<file path="config.mk">
export PLATFORM = sky130hd
export DESIGN_NAME = flash_fetch_seq
export DESIGN_NICKNAME = d
export VERILOG_FILES = /design/src/rtl/flash_fetch_seq.sv
export SDC_FILE = /design/constraint.sdc
export NUM_CORES = 1
export LEC_CHECK = 0
export ABC_CLOCK_PERIOD_IN_PS = 8650
export BUFFER_PORTS_ARGS = -buffer_cell sky130_fd_sc_hd__buf_2
export CORE_ASPECT_RATIO = 1.25
export CORE_MARGIN = 3
export CORE_UTILIZATION = 40
export DETAILED_ROUTE_END_ITERATION = 8
export PLACE_DENSITY_LB_ADDON = 0.2
export REMOVE_ABC_BUFFERS = 1
export SYNTH_ARGS = -nofsm -noshare
export SYNTH_HDL_FRONTEND = slang
export SYNTH_SLANG_ARGS = --single-unit
</file>
<file path="constraint.sdc">
create_clock -name clk -period 8.65 [get_ports clk]
set_input_delay 0.4325 -clock clk [delete_from_list [all_inputs] [get_ports clk]]
set_output_delay 0.4325 -clock clk [all_outputs]
set_load 0.05 [all_outputs]
</file>
<file path="src/rtl/flash_fetch_seq.sv">
`default_nettype none
// ============================================================================
// Module      : flash_fetch_seq
// Description : Command-driven flash read sequencer. Fetches num_words words
//               starting at base_addr, one outstanding read at a time, and
//               buffers them in a small FIFO drained via valid/ready.
// Revision    : 1.0 - initial release
// ============================================================================
module flash_fetch_seq #(
    parameter int ADDR_W     = 16,
    parameter int DATA_W     = 16,
    parameter int LEN_W      = 10,
    parameter int FIFO_DEPTH = 4
) (
    input  logic              clk,
    input  logic              rst,
    input  logic              start,
    input  logic [ADDR_W-1:0] base_addr,
    input  logic [LEN_W-1:0]  num_words,
    output logic              rd_req,
    output logic [ADDR_W-1:0] rd_addr,
    input  logic              rd_valid,
    input  logic [DATA_W-1:0] rd_data,
    output logic [DATA_W-1:0] out_data,
    output logic              out_valid,
    input  logic              out_ready,
    output logic              busy,
    output logic              done
);

    localparam int c_PTR_W = $clog2(FIFO_DEPTH);
    localparam int c_CNT_W = c_PTR_W + 1;

    localparam logic [c_CNT_W-1:0] c_FULL_CNT = c_CNT_W'(FIFO_DEPTH);

    localparam logic [1:0] c_ST_IDLE  = 2'd0;
    localparam logic [1:0] c_ST_ISSUE = 2'd1;
    localparam logic [1:0] c_ST_WAIT  = 2'd2;
    localparam logic [1:0] c_ST_DRAIN = 2'd3;

    logic [1:0]         r_state;
    logic [1:0]         w_state_next;
    logic [ADDR_W-1:0]  r_addr;
    logic [LEN_W-1:0]   r_remaining;

    logic [DATA_W-1:0]  r_mem [FIFO_DEPTH];
    logic [c_PTR_W-1:0] r_wr_ptr;
    logic [c_PTR_W-1:0] r_rd_ptr;
    logic [c_CNT_W-1:0] r_count;

    logic w_start_cmd;
    logic w_push;
    logic w_pop;
    logic w_has_space;

    // A command is accepted only from IDLE; data is accepted only while a read is outstanding.
    assign w_start_cmd = (r_state == c_ST_IDLE) && start;
    assign w_push      = (r_state == c_ST_WAIT) && rd_valid;
    assign w_pop       = out_valid && out_ready;
    assign w_has_space = (r_count < c_FULL_CNT);

    assign rd_addr   = r_addr;
    assign busy      = (r_state != c_ST_IDLE);
    assign out_valid = (r_count != '0);
    assign out_data  = r_mem[r_rd_ptr];

    // State register.
    always_ff @(posedge clk or posedge rst) begin
        if (rst) begin
            r_state <= c_ST_IDLE;
        end else begin
            r_state <= w_state_next;
        end
    end

    // Next-state decode plus the single-cycle rd_req and done strobes.
    always_comb begin
        w_state_next = r_state;
        rd_req       = 1'b0;
        done         = 1'b0;
        case (r_state)
            c_ST_IDLE: begin
                if (start) begin
                    w_state_next = (num_words != '0) ? c_ST_ISSUE : c_ST_DRAIN;
                end
            end
            c_ST_ISSUE: begin
                // Never request a word there is no room to store.
                if (w_has_space) begin
                    rd_req       = 1'b1;
                    w_state_next = c_ST_WAIT;
                end
            end
            c_ST_WAIT: begin
                if (rd_valid) begin
                    w_state_next = (r_remaining == LEN_W'(1)) ? c_ST_DRAIN : c_ST_ISSUE;
                end
            end
            c_ST_DRAIN: begin
                if (r_count == '0) begin
                    done         = 1'b1;
                    w_state_next = c_ST_IDLE;
                end
            end
            default: begin
                w_state_next = c_ST_IDLE;
            end
        endcase
    end

    // Address register and remaining-word counter for the active command.
    always_ff @(posedge clk or posedge rst) begin
        if (rst) begin
            r_addr      <= '0;
            r_remaining <= '0;
        end else if (w_start_cmd) begin
            r_addr      <= base_addr;
            r_remaining <= num_words;
        end else if (w_push) begin
            r_addr      <= r_addr + ADDR_W'(1);
            r_remaining <= r_remaining - LEN_W'(1);
        end
    end

    // Output FIFO: circular buffer with occupancy counter; head is read combinationally.
    always_ff @(posedge clk or posedge rst) begin
        if (rst) begin
            for (int i = 0; i < FIFO_DEPTH; i++) begin
                r_mem[i] <= '0;
            end
            r_wr_ptr <= '0;
            r_rd_ptr <= '0;
            r_count  <= '0;
        end else begin
            if (w_push) begin
                r_mem[r_wr_ptr] <= rd_data;
                r_wr_ptr        <= r_wr_ptr + c_PTR_W'(1);
            end
            if (w_pop) begin
                r_rd_ptr <= r_rd_ptr + c_PTR_W'(1);
            end
            if (w_push && !w_pop) begin
                r_count <= r_count + c_CNT_W'(1);
            end else if (w_pop && !w_push) begin
                r_count <= r_count - c_CNT_W'(1);
            end
        end
    end

endmodule
`default_nettype wire

</file>
* After elaboration in Yosys (flattened, before gate mapping) *
Index checks and enable logic that the tools add are counted.

word-level totals
  output and inout port bits = 36
  word-level logic and storage cells = 69
  flip-flop bits (word level) = 99
  input port bits = 47

operators by class
  muxes and demuxes = 23
  bitwise gates (word level) = 2
  reduce and logical (&&, ||, !) cells = 16
  equal/unequal tests = 8
  add/subtract/negate cells = 6
  $lt $le $gt $ge = 4

operator list
  cell                                                                          number
  16-bit two-way mux                                                            5
  64-bit bitwise mux                                                            1
  16-bit binary-select mux with 2-bit select                                    1
  16-bit demux with 2-bit select                                                1
  10-bit two-way mux                                                            2
  16-bit by 1-bit adder with 16-bit output, second input constant               1
  2-bit two-way mux                                                             6
  10-bit by 1-bit equality test with 1-bit output, second input constant        1
  10-bit nonzero test                                                           1
  10-bit by 1-bit subtractor with 10-bit output, second input constant          1
  2-bit inequality test, second input constant                                  4
  2-bit one-hot mux with 4 select lines                                         1
  3-bit greater-or-equal comparator, second input constant                      2
  1-bit logical AND                                                             6
  3-bit two-way mux                                                             2
  2-bit NOT with 3-bit output                                                   2
  2-bit nonzero test                                                            3
  2-bit by 1-bit adder with 2-bit output, second input constant                 2
  2-bit equality test, second input constant                                    2
  1-bit two-way mux                                                             4
  4-bit AND reduction                                                           1
  3-bit by 1-bit adder with 3-bit output, second input constant                 1
  3-bit logical NOT                                                             1
  3-bit by 1-bit less-than comparator with 1-bit output, second input constant  1
  other kinds (6)                                                               7

* Logic depth before layout (Yosys ltp) *
Gate-level depths: netlist of run 1.

  depth after elaboration = 6
  mapped depth = 10
  depth with buffers taken out = 9

* Worst setup path before layout of run 1 *
Ideal clock, no wire load.

  kind = register to register
  start point = reg r_state[0]
  end point = reg r_count[2]
  setup time = 79 ps
  data required time = 8571 ps
  arrival = 2296 ps
  path slack = 6275 ps
  path buffers = 2
  stages on the path, launching flop included = 11
  clock period less this slack = 2375 ps
  cell sequence = dfrtp_1 clkbuf_1 nand3b_1 inv_2 buf_1 ha_1 inv_1 fa_1 xor2_1 nor2_1 xor2_1

on the way
  word-level cells in the longest chain between the ends = 5
  elaborated cells on any way between the ends = 7
  those cells by class = 1 x eq/ne; 1 x mux; 5 x reduce/logical

RTL lines
  element                              RTL line  text
  start: declaration                   41        logic [1:0] r_state;
  start signal: assignment             70        r_state <= c_ST_IDLE;
  start signal: assignment             72        r_state <= w_state_next;
  2-bit equality test *                58        assign w_push = (r_state == c_ST_WAIT) && rd_valid;
  1-bit logical AND *                  58
  net w_push                           52        logic w_push;
  1-bit logical NOT                    144       end else if (w_pop && !w_push) begin
  1-bit logical AND                    144
  2-bit nonzero test (no source line)  -
  end signal: assignment               143       r_count <= r_count + c_CNT_W'(1);
  end signal: assignment               145       r_count <= r_count - c_CNT_W'(1);
  end: declaration                     49        logic [c_CNT_W-1:0] r_count;

The timed path passes the listed nets; every way through them passes the cells marked *.
A chain may end at the register's enable or synchronous reset.

* Worst setup path in the final report of run 1 *
  start point = reg r_rd_ptr[1]
  end point = out out_data[9]

on the way
  word-level cells in the longest chain between the ends = 4

RTL lines
  element                                                 RTL line  text
  start: declaration                                      48        logic [c_PTR_W-1:0] r_rd_ptr;
  start signal: assignment                                140       r_rd_ptr <= r_rd_ptr + c_PTR_W'(1);
  2-bit NOT with 3-bit output (not written as such)       65        assign out_data = r_mem[r_rd_ptr];
  16-bit binary-select mux with 2-bit select              65
  16-bit two-way mux (not written as such) (2 in series)  65
  end: declaration                                        24        output logic [DATA_W-1:0] out_data,

No other way between the ends. The select of a mux whose other input is x is not followed.

==> results_dict.tcl, run 1 <==
set metrics [dict create \
    synth_area_um2 4669 \
    start_util_pct 41.53 \
    yosysTopAreaCell "dfrtp_1" \
    portBuffers 82 \
    grt_pass1_vias 3275 \
    grt_start_max_net_pins 51 \
    reg2reg_slack_ps 6190 \
    ctsHoldBuffers 0 \
    hold_viol 0 \
    synth_edf_count 0 \
    r2r_end "r_remaining[5]" \
    drive_above_1_share_pct 43.02 \
    critPathLaunchType "register" \
    synthFlopType "dfrtp_1" \
    maxSlewHeadroom_pct 31.71 \
    die_h_um 126.8 \
    synth_common_cells "99 x dfrtp_1, 66 x mux2_2, 35 x nand2_1" \
    routed_via_density 5.567 \
    antenna_cells 0 \
    die_x_um 102.6 \
    num_vias 3262 \
    h-tree-depth 3 \
    p_leak_uw 0.002461 \
    nets 502 \
    fmax_ghz 0.3830 \
    track_usage_pct 16.15 \
    cts_root_buffer "clkbuf_16" \
    clockBufferDepth 2 \
    syn_inst 366 \
    synth_cell_type_count 42 \
    synth_top_area_share_pct 53.05 \
    max_stage_delay_ps 980 \
    drt_wl_total_mm 9.959 \
    p_per_area_nw_per_um2 434.3 \
    postRouteAntennaNets 0 \
    placedCellCount 570 \
    route.detailed.drc 0 \
    rsz0062_at_grt "no" \
    tritoncts "built" \
    path_cells "mux4_2 > buf_2" \
    crit_required_ps 8220 \
    avgSynthCellArea_um2 12.76 \
    dp_slack_ps 6220 \
    ir_drop_mv 0.1881 \
    synth_most_common_cell "dfrtp_1" \
    drt_pass1_iterations 4 \
    numCtsBuffers 9 \
    tightest_slew_ps 1021 \
    period_share_pct 30.19 \
    fin_crit_ps 2611 \
    synth_top_cells_by_area "dfrtp_1 53%, mux2_2 16%, mux4_2 7.7%" \
    crit_slowest_cell "dfrtp_1" \
    wl_per_cell_um 16.99 \
    first_iter_violations 67 \
    async_flop_share_pct 100.0 \
    syn2layout_area_growth_pct 17.79 \
    antenna_found_initial 0 \
    row_count 43 \
    status "complete, no violations" \
    cts_sinks 99 \
    clock_latency_ps 340 \
    crit_fanout 17 \
    grt_pass1_wl_mm 16.42 \
    min_path_type "primary input to async pin" \
    cts_resized 0 \
    endpoint_kind "output port" \
    post_cts.repair.setup_buffers 0 \
    setup_violations 0 \
    ios 83 \
    regToRegStartpoint "r_state[0]" \
    skew_ps 5.160 \
    yosysSeqAreaShare_pct 53.05 \
    path_class "register to output port" \
    fillers 1024 \
    fin_ws_ps 6039 \
    fin_tns_setup_ps 0 \
    power.total_uw 2389 \
    die-area_um2 13010 \
    globalRouteOverflowTotal 0 \
    place.gp.congestion 0.7590 \
    core_area_um2 11240 \
    synth-seq-cells 99 \
    arrival_ps 2180 \
    cts.clk_slew.worst_paths_ps 70 \
    place_hpwl_mm 6.741 \
    layout.cells.non_filler 586 \
    maxSlewViolCount 0 \
    yosys_warnings 0 \
    fin_util_pct 48.92 \
    r2r_cells 6 \
    maxCapViolations 0 \
]
[worst max-delay path: cells and delay by family, from the launching register on]
family   cells  cell delay (ps)
mux          1              620
buf+inv      1              230
flops        1              980
[through the flow]
| stage | hold slack [ps] | area (um^2) |
|---|---|---|
| 6_report | 165.0 | 5500 |
| 5_1_grt | 212.1 | 5500 |
| 4_1_cts | 192.8 | 5500 |
| 3_5_place_dp | 491.0 | 5223 |
| 3_3_place_gp | 481.2 | 5223 |
| 2_1_floorplan | 473.9 | 4606 |
[sequential cells by signal, summed over array words and instances (netlist names)]
signal / flops
r_count: 3
r_mem: 64
r_rd_ptr: 2
r_remaining: 10
r_state: 2
r_wr_ptr: 2
rd_addr: 16
[layer usage]
layer,share of wire (%),track usage [%],wire length [um],vias to the layer above
met3,5.2,3.520,514,14
met5,0,0,0,-
met1,45,21.29,4443,1639
met2,48,26.08,4828,89
li1,-,-,-,1520
met4,1.7,5.714,172,0
[logic make-up (layout without fill, tap and decap cells)]
logic type | Yosys count | in the layout | synth area share [%]
simple gates | 90 | 90 | 9.406
mux | 82 | 82 | 23.63
xor+xnor | 7 | 7 | 1.313
fa+ha+maj | 9 | 9 | 2.572
flops | 99 | 99 | 53.05
compound gates | 49 | 49 | 7.610
buf+inv | 30 | 115 | 2.411
[worst max-delay path by stage]
stage	startpoint	endpoint	slack [ps]	cells after the start
finish	r_rd_ptr[1]	out_data[9]	6040	2
global route	r_rd_ptr[1]	out_data[12]	5830	2
CTS	r_rd_ptr[1]	out_data[12]	5940	2
detailed placement	r_state[0]	r_remaining[5]	6220	6
global placement	r_state[0]	rd_addr[8]	6220	6
floorplan	rst	r_count[0]	5630	1
[cell usage in the layout, fill, tap and decap left out, types with 3 or more instances in the layout]
cell | netlist | layout
buf_2 | 0 | 82
nor2_1 | 17 | 17
buf_4 | 0 | 4
clkinvlp_4 | 0 | 4
nand4_1 | 5 | 5
mux4_2 | 16 | 16
o21ai_0 | 8 | 8
nor4_1 | 3 | 3
o311ai_0 | 8 | 8
nand3_1 | 12 | 12
xnor2_1 | 4 | 4
clkbuf_16 | 0 | 9
a22oi_1 | 3 | 3
a221o_1 | 3 | 3
nand2_1 | 35 | 35
nor3_1 | 4 | 4
o211ai_1 | 14 | 14
a31oi_1 | 3 | 3
inv_1 | 12 | 11
mux2_2 | 66 | 66
dfrtp_1 | 99 | 99
ha_1 | 8 | 8
a21oi_1 | 4 | 4
xor2_1 | 3 | 3
[power breakdown]
group          leakage (uW)  switching, uW  internal, uW
registers           0.00121            181           689
logic               0.00112            700           443
clock network      0.000124            180           196
[cell type report]
| cell class | count | area [um^2] | share of cell area [%] |
|---|---|---|---|
| repair buffers | 86 | 440.4 | 8.007 |
| flip-flops and latches | 99 | 2477 | 45.04 |
| clock buffers | 9 | 225.2 | 4.095 |
| clock inverters | 7 | 52.55 | 0.9554 |
| well taps | 135 | 168.9 | 3.071 |
| inverters | 13 | 51.30 | 0.9327 |
| multi-input cells | 237 | 2085 | 37.90 |
Power figures use the tool's default switching activity.
==> run 2, diff against run 1 <==
- ABC_CLOCK_PERIOD_IN_PS: 8650 -> 2170
- clock period: 8.65 -> 2.17 ns (I/O delays scaled with it)
==> run 2 against run 1 <==
Against the previous run: the flow now finishes with violations (negative setup slack); highest routed layer unchanged; hold slack worse by 150 ps; clock skew shrank 1.3 ps; die area did not move; wire length grew 3.3%; combinational power increased to 4.3 times the previous value; sequential share of layout area is 2.3 points lower; critical path depth rose by 3; count of clock-buffer cells in the layout up 3; flip-flop and latch count unchanged; power increased to 4.1 times the previous value; largest power group unchanged.
==> results_dict.tcl, run 2 (same netlist as run 1, synthesis figures left out) <==
set metrics [dict create \
    tritoncts "built" \
    grt_pass1_vias 3556 \
    nets 536 \
    cts_root_buffer "clkbuf_16" \
    maxSlewViolCount 0 \
    skew_ps 3.871 \
    maxCapViolations 0 \
    endpoint_kind "register" \
    die_x_um 102.6 \
    grt_pass1_wl_mm 17.17 \
    crit_required_ps 2430 \
    die-area_um2 13010 \
    fmax_ghz 0.4547 \
    path_cells "or4_4 > or3_4 > or2_4 > or4b_1 > a31oi_1" \
    syn2layout_area_growth_pct 24.12 \
    fin_ws_ps -29.08 \
    holdWs_ps 16.34 \
    ios 83 \
    endpoint "r_state[1]" \
    fin_crit_ps 2199 \
    period_share_pct 101.3 \
    r2r_end "r_state[1]" \
    largest_register "r_mem" \
    fillers 1035 \
    reg2reg_slack_ps -30 \
    num_vias 3350 \
    drt_pass1_iterations 4 \
    regToRegStartpoint "r_remaining[5]" \
    p_per_area_nw_per_um2 1681 \
    p_leak_uw 0.002621 \
    core_area_um2 11240 \
    setup_violations 1 \
    mostFrequentLayoutCell "dfrtp_1" \
    numCtsBuffers 9 \
    start_util_pct 41.53 \
    largest_reg_flops 64 \
    maxSlewHeadroom_pct 62.23 \
    row_count 43 \
    ir_drop_mv 0.6990 \
    first_iter_violations 67 \
    arrival_ps 2460 \
    portBuffers 82 \
    die_h_um 126.8 \
    place_hpwl_mm 7.212 \
    routed_via_density 5.412 \
    antenna_found_initial 0 \
    min_path_type "primary input to register" \
    clockBufferDepth 2 \
    drt_wl_total_mm 10.28 \
    grt_start_max_net_pins 44 \
    crit_fanout 2 \
    status "complete, but fails checks" \
    rsz0062_at_grt "yes" \
    critPathLaunchType "register" \
    hold_viol 0 \
    crit_slowest_cell "or4_4" \
    globalRouteOverflowTotal 0 \
    tightest_slew_ps 566.5 \
    max_stage_delay_ps 540 \
    route.detailed.drc 0 \
    r2r_cells 5 \
    place.gp.congestion 0.7810 \
    antenna_cells 0 \
    fin_tns_setup_ps -29.08 \
    track_usage_pct 16.85 \
    postRouteAntennaNets 0 \
    h-tree-depth 3 \
    cts_sinks 99 \
    cp-startpoint "r_remaining[5]" \
    most-common-layout-cells "99 x dfrtp_1, 82 x buf_2, 66 x mux2_2" \
    fin_util_pct 51.54 \
    wl_per_cell_um 16.61 \
    drive_above_1_share_pct 44.21 \
    clock_latency_ps 330 \
    cts.clk_slew.worst_paths_ps 60 \
    violations "negative setup slack" \
    path_class "register to register" \
    power.total_uw 9740 \
]
## run 2: cell count changes in the layout (fill, tap and decap cells not counted), sizes merged
cell	previous run	this run
buf	86	108
clkinv	2	0
clkbuf	9	12
dlygate4sd3	0	12
clkinvlp	4	2
## run 2: critical path, delay by kind of cell, from the launching register on
family	cells	cell delay, ps
compound gates	1	170
flops	1	380
simple gates	4	1570
## run 2: final cells by class
class	count	area (um^2)	share of cell area [%]
timing repair buffer	120	738.2	12.74
multi-input combinational	237	2090	36.05
sequential	99	2477	42.75
inverter	13	51.30	0.8851
tap	135	168.9	2.915
clock buffer	12	246.5	4.253
clock inverter	3	23.77	0.4102
## run 2: worst min-delay path by stage
| stage | from | end | slack (ps) | cells after the start |
|---|---|---|---|---|
| after floorplan | base_addr[2] | rd_addr[2] | 220 | 2 |
| after global placement | rst | rd_addr[3] | 220 | 2 |
| after detailed placement | rst | rd_addr[9] | 210 | 2 |
| after CTS | num_words[4] | r_remaining[4] | 4 | 3 |
| after global routing | base_addr[4] | rd_addr[4] | 20 | 2 |
| final | num_words[4] | r_remaining[4] | 20 | 3 |
## run 2: per-stage QoR
stage / setup slack (ps) / cells / cell area [um^2]
2_1_floorplan: -816.2 / 349 / 4606
5_1_grt: -85.39 / 619 / 5796
4_1_cts: -67.97 / 618 / 5783
6_report: -29.08 / 619 / 5796
3_3_place_gp: -20.29 / 591 / 5393
3_5_place_dp: -49.17 / 591 / 5393
## run 2: what timing repair did
item	4_1_cts	5_1_grt
hold buffers	12	0
gates resized for setup	0	1
setup endpoints to repair	1	2
hold endpoints to repair	52	0
cloned	0	0
setup buffers	0	1
pin swaps	0	3
## run 2: metal layers
layer	share of wire [%]	global-route usage (%)	wire [um]	vias up
met5	0	0	0	-
met4	1.4	6.023	142	0
met3	3.4	2.310	350	11
met2	52	29.58	5317	81
met1	43	20.84	4473	1676
li1	-	-	-	1582
## run 2: power breakdown
part           switching [uW]  internal, uW  leakage [uW]  total [uW]
combinational            2990          1940       0.00128        4930
sequential                585          2750       0.00121        3340
clock                     668           808      0.000125        1480
==> run 3, diff against run 2 <==
- GPL_TIMING_DRIVEN: default -> 0
==> run 3 against run 2 <==
Against the previous run: the run still ends with negative setup slack left; global-route usage down 0.77 points; via count up 1.1%; utilization hardly changed; fmax down 2.0%; final area hardly changed; count of clock-buffer cells in the layout fell by 2; power hardly changed; first-iteration DRC count up 24%.
==> results_dict.tcl, run 3 (same netlist as run 1, synthesis figures left out) <==
set metrics [dict create \
    r2r_end "r_state[1]" \
    numCtsBuffers 9 \
    fillers 1009 \
    setup_violations 1 \
    cp-startpoint "r_remaining[5]" \
    nets 525 \
    antenna_found_initial 0 \
    drive_above_1_share_pct 44.51 \
    reg2reg_slack_ps -70 \
    maxSlewViolCount 0 \
    grt_pass1_wl_mm 16.50 \
    rsz0062_at_grt "yes" \
    fin_ws_ps -74.55 \
    p_leak_uw 0.002591 \
    first_iter_violations 83 \
    tightest_slew_ps 802.5 \
    postRouteAntennaNets 0 \
    antenna_cells 0 \
    endpoint "r_state[1]" \
    routed_via_density 5.562 \
    dp_slack_ps -754.7 \
    status "complete, but fails checks" \
    path_class "register to register" \
    critPathLaunchType "register" \
    largest_register "r_mem" \
    core_area_um2 11240 \
    cts_root_buffer "clkbuf_16" \
    portBuffers 82 \
    grt_start_max_net_pins 53 \
    holdWs_ps 11.52 \
    syn2layout_area_growth_pct 24.09 \
    most-common-layout-cells "96 x dfrtp_1, 82 x buf_2, 66 x mux2_2" \
    r2r_cells 5 \
    place_hpwl_mm 6.676 \
    fin_crit_ps 2245 \
    hold_viol 0 \
    skew_ps 6.340 \
    regToRegStartpoint "r_remaining[5]" \
    clockBufferDepth 2 \
    drt_wl_total_mm 10.05 \
    globalRouteOverflowTotal 0 \
    clock_latency_ps 340 \
    ios 83 \
    crit_required_ps 2430 \
    start_util_pct 41.53 \
    row_count 43 \
    violations "negative setup slack" \
    largest_reg_flops 64 \
    period_share_pct 103.4 \
    fin_tns_setup_ps -74.55 \
    tritoncts "built" \
    route.detailed.drc 0 \
    min_path_type "primary input to register" \
    track_usage_pct 16.08 \
    h-tree-depth 3 \
    crit_fanout 2 \
    cts.clk_slew.worst_paths_ps 70 \
    p_per_area_nw_per_um2 1681 \
    maxSlewHeadroom_pct 46.37 \
    num_vias 3387 \
    drt_pass1_iterations 6 \
    die-area_um2 13010 \
    die_x_um 102.6 \
    endpoint_kind "register" \
    wl_per_cell_um 16.50 \
    fmax_ghz 0.4455 \
    cts_sinks 99 \
    place.gp.congestion 0.7593 \
    ir_drop_mv 0.8715 \
    maxCapViolations 0 \
    die_h_um 126.8 \
    grt_pass1_vias 3418 \
    arrival_ps 2510 \
    mostFrequentLayoutCell "dfrtp_1" \
]
## run 3: cell count changes in the layout (fill, tap and decap cells not counted), moves of 2 or more
cell           before  now
buf_4              25    9
clkbuf_1            2    0
dfrtp_1            99   96
dfrtp_2             0    3
dlygate4sd3_1      12   16
inv_8               0    2
nand2_1            35   32
nand2_2             0    3
nor2_1             17   15
nor2_2              0    2
## run 3: area by class of cell
class | instances | area [um^2] | share of cell area (%)
flip-flops and latches | 99 | 2481 | 42.82
multi-input cells | 237 | 2120 | 36.58
repair buffers | 109 | 676.9 | 11.68
clock buffers | 10 | 239.0 | 4.124
well taps | 135 | 168.9 | 2.915
clock inverters | 6 | 55.05 | 0.9501
inverters | 13 | 53.80 | 0.9285
## run 3: how the worst min path moves through the flow
stage / startpoint / cells after the start / to / slack, ps
6_report: base_addr[14] / 3 / rd_addr[14] / 10
2_1_floorplan: base_addr[2] / 2 / rd_addr[2] / 220
4_1_cts: base_addr[14] / 3 / rd_addr[14] / 0.5
5_1_grt: num_words[1] / 2 / r_remaining[1] / 10
3_3_place_gp: base_addr[2] / 3 / rd_addr[2] / 330
3_5_place_dp: rst / 2 / rd_addr[9] / 260
## run 3: power by group
part           internal [uW]  total (uW)  switching (uW)  leakage (uW)
Combinational           1850        4620            2770       0.00124
Sequential              2750        3540             787       0.00121
Clock                    834        1580             748      0.000140
## run 3: critical path: stages, from the launching register on
cell and delay (ps):
dfrtp_1 390, or4_4 540, or3_4 340, or2_4 260, or4b_1 460, a31oi_1 180
## run 3: metal layers
metal	up-vias	share of wire, %	global-route usage, %
li1	1567	-	-
met1	1715	45	20.82
met2	96	50	26.54
met3	9	4.3	3.520
met4	0	1.2	5.328
met5	-	0	0
## run 3: metrics by stage
stage	cell area, um^2	power (uW)	std cells	util, %
2_1_floorplan	4606	7005	349	-
3_3_place_gp	5185	7958	566	46.11
3_5_place_dp	5231	8085	568	46.52
4_1_cts	5774	9830	608	51.35
5_1_grt	5794	10340	609	51.53
6_report	5794	9741	609	51.53
## run 3: what timing repair did
action	CTS	global route
hold endpoints to repair	62	0
pin swaps	5	2
setup endpoints to repair	109	7
gates resized for setup	9	4
hold buffers	16	0
buffers inserted	8	1
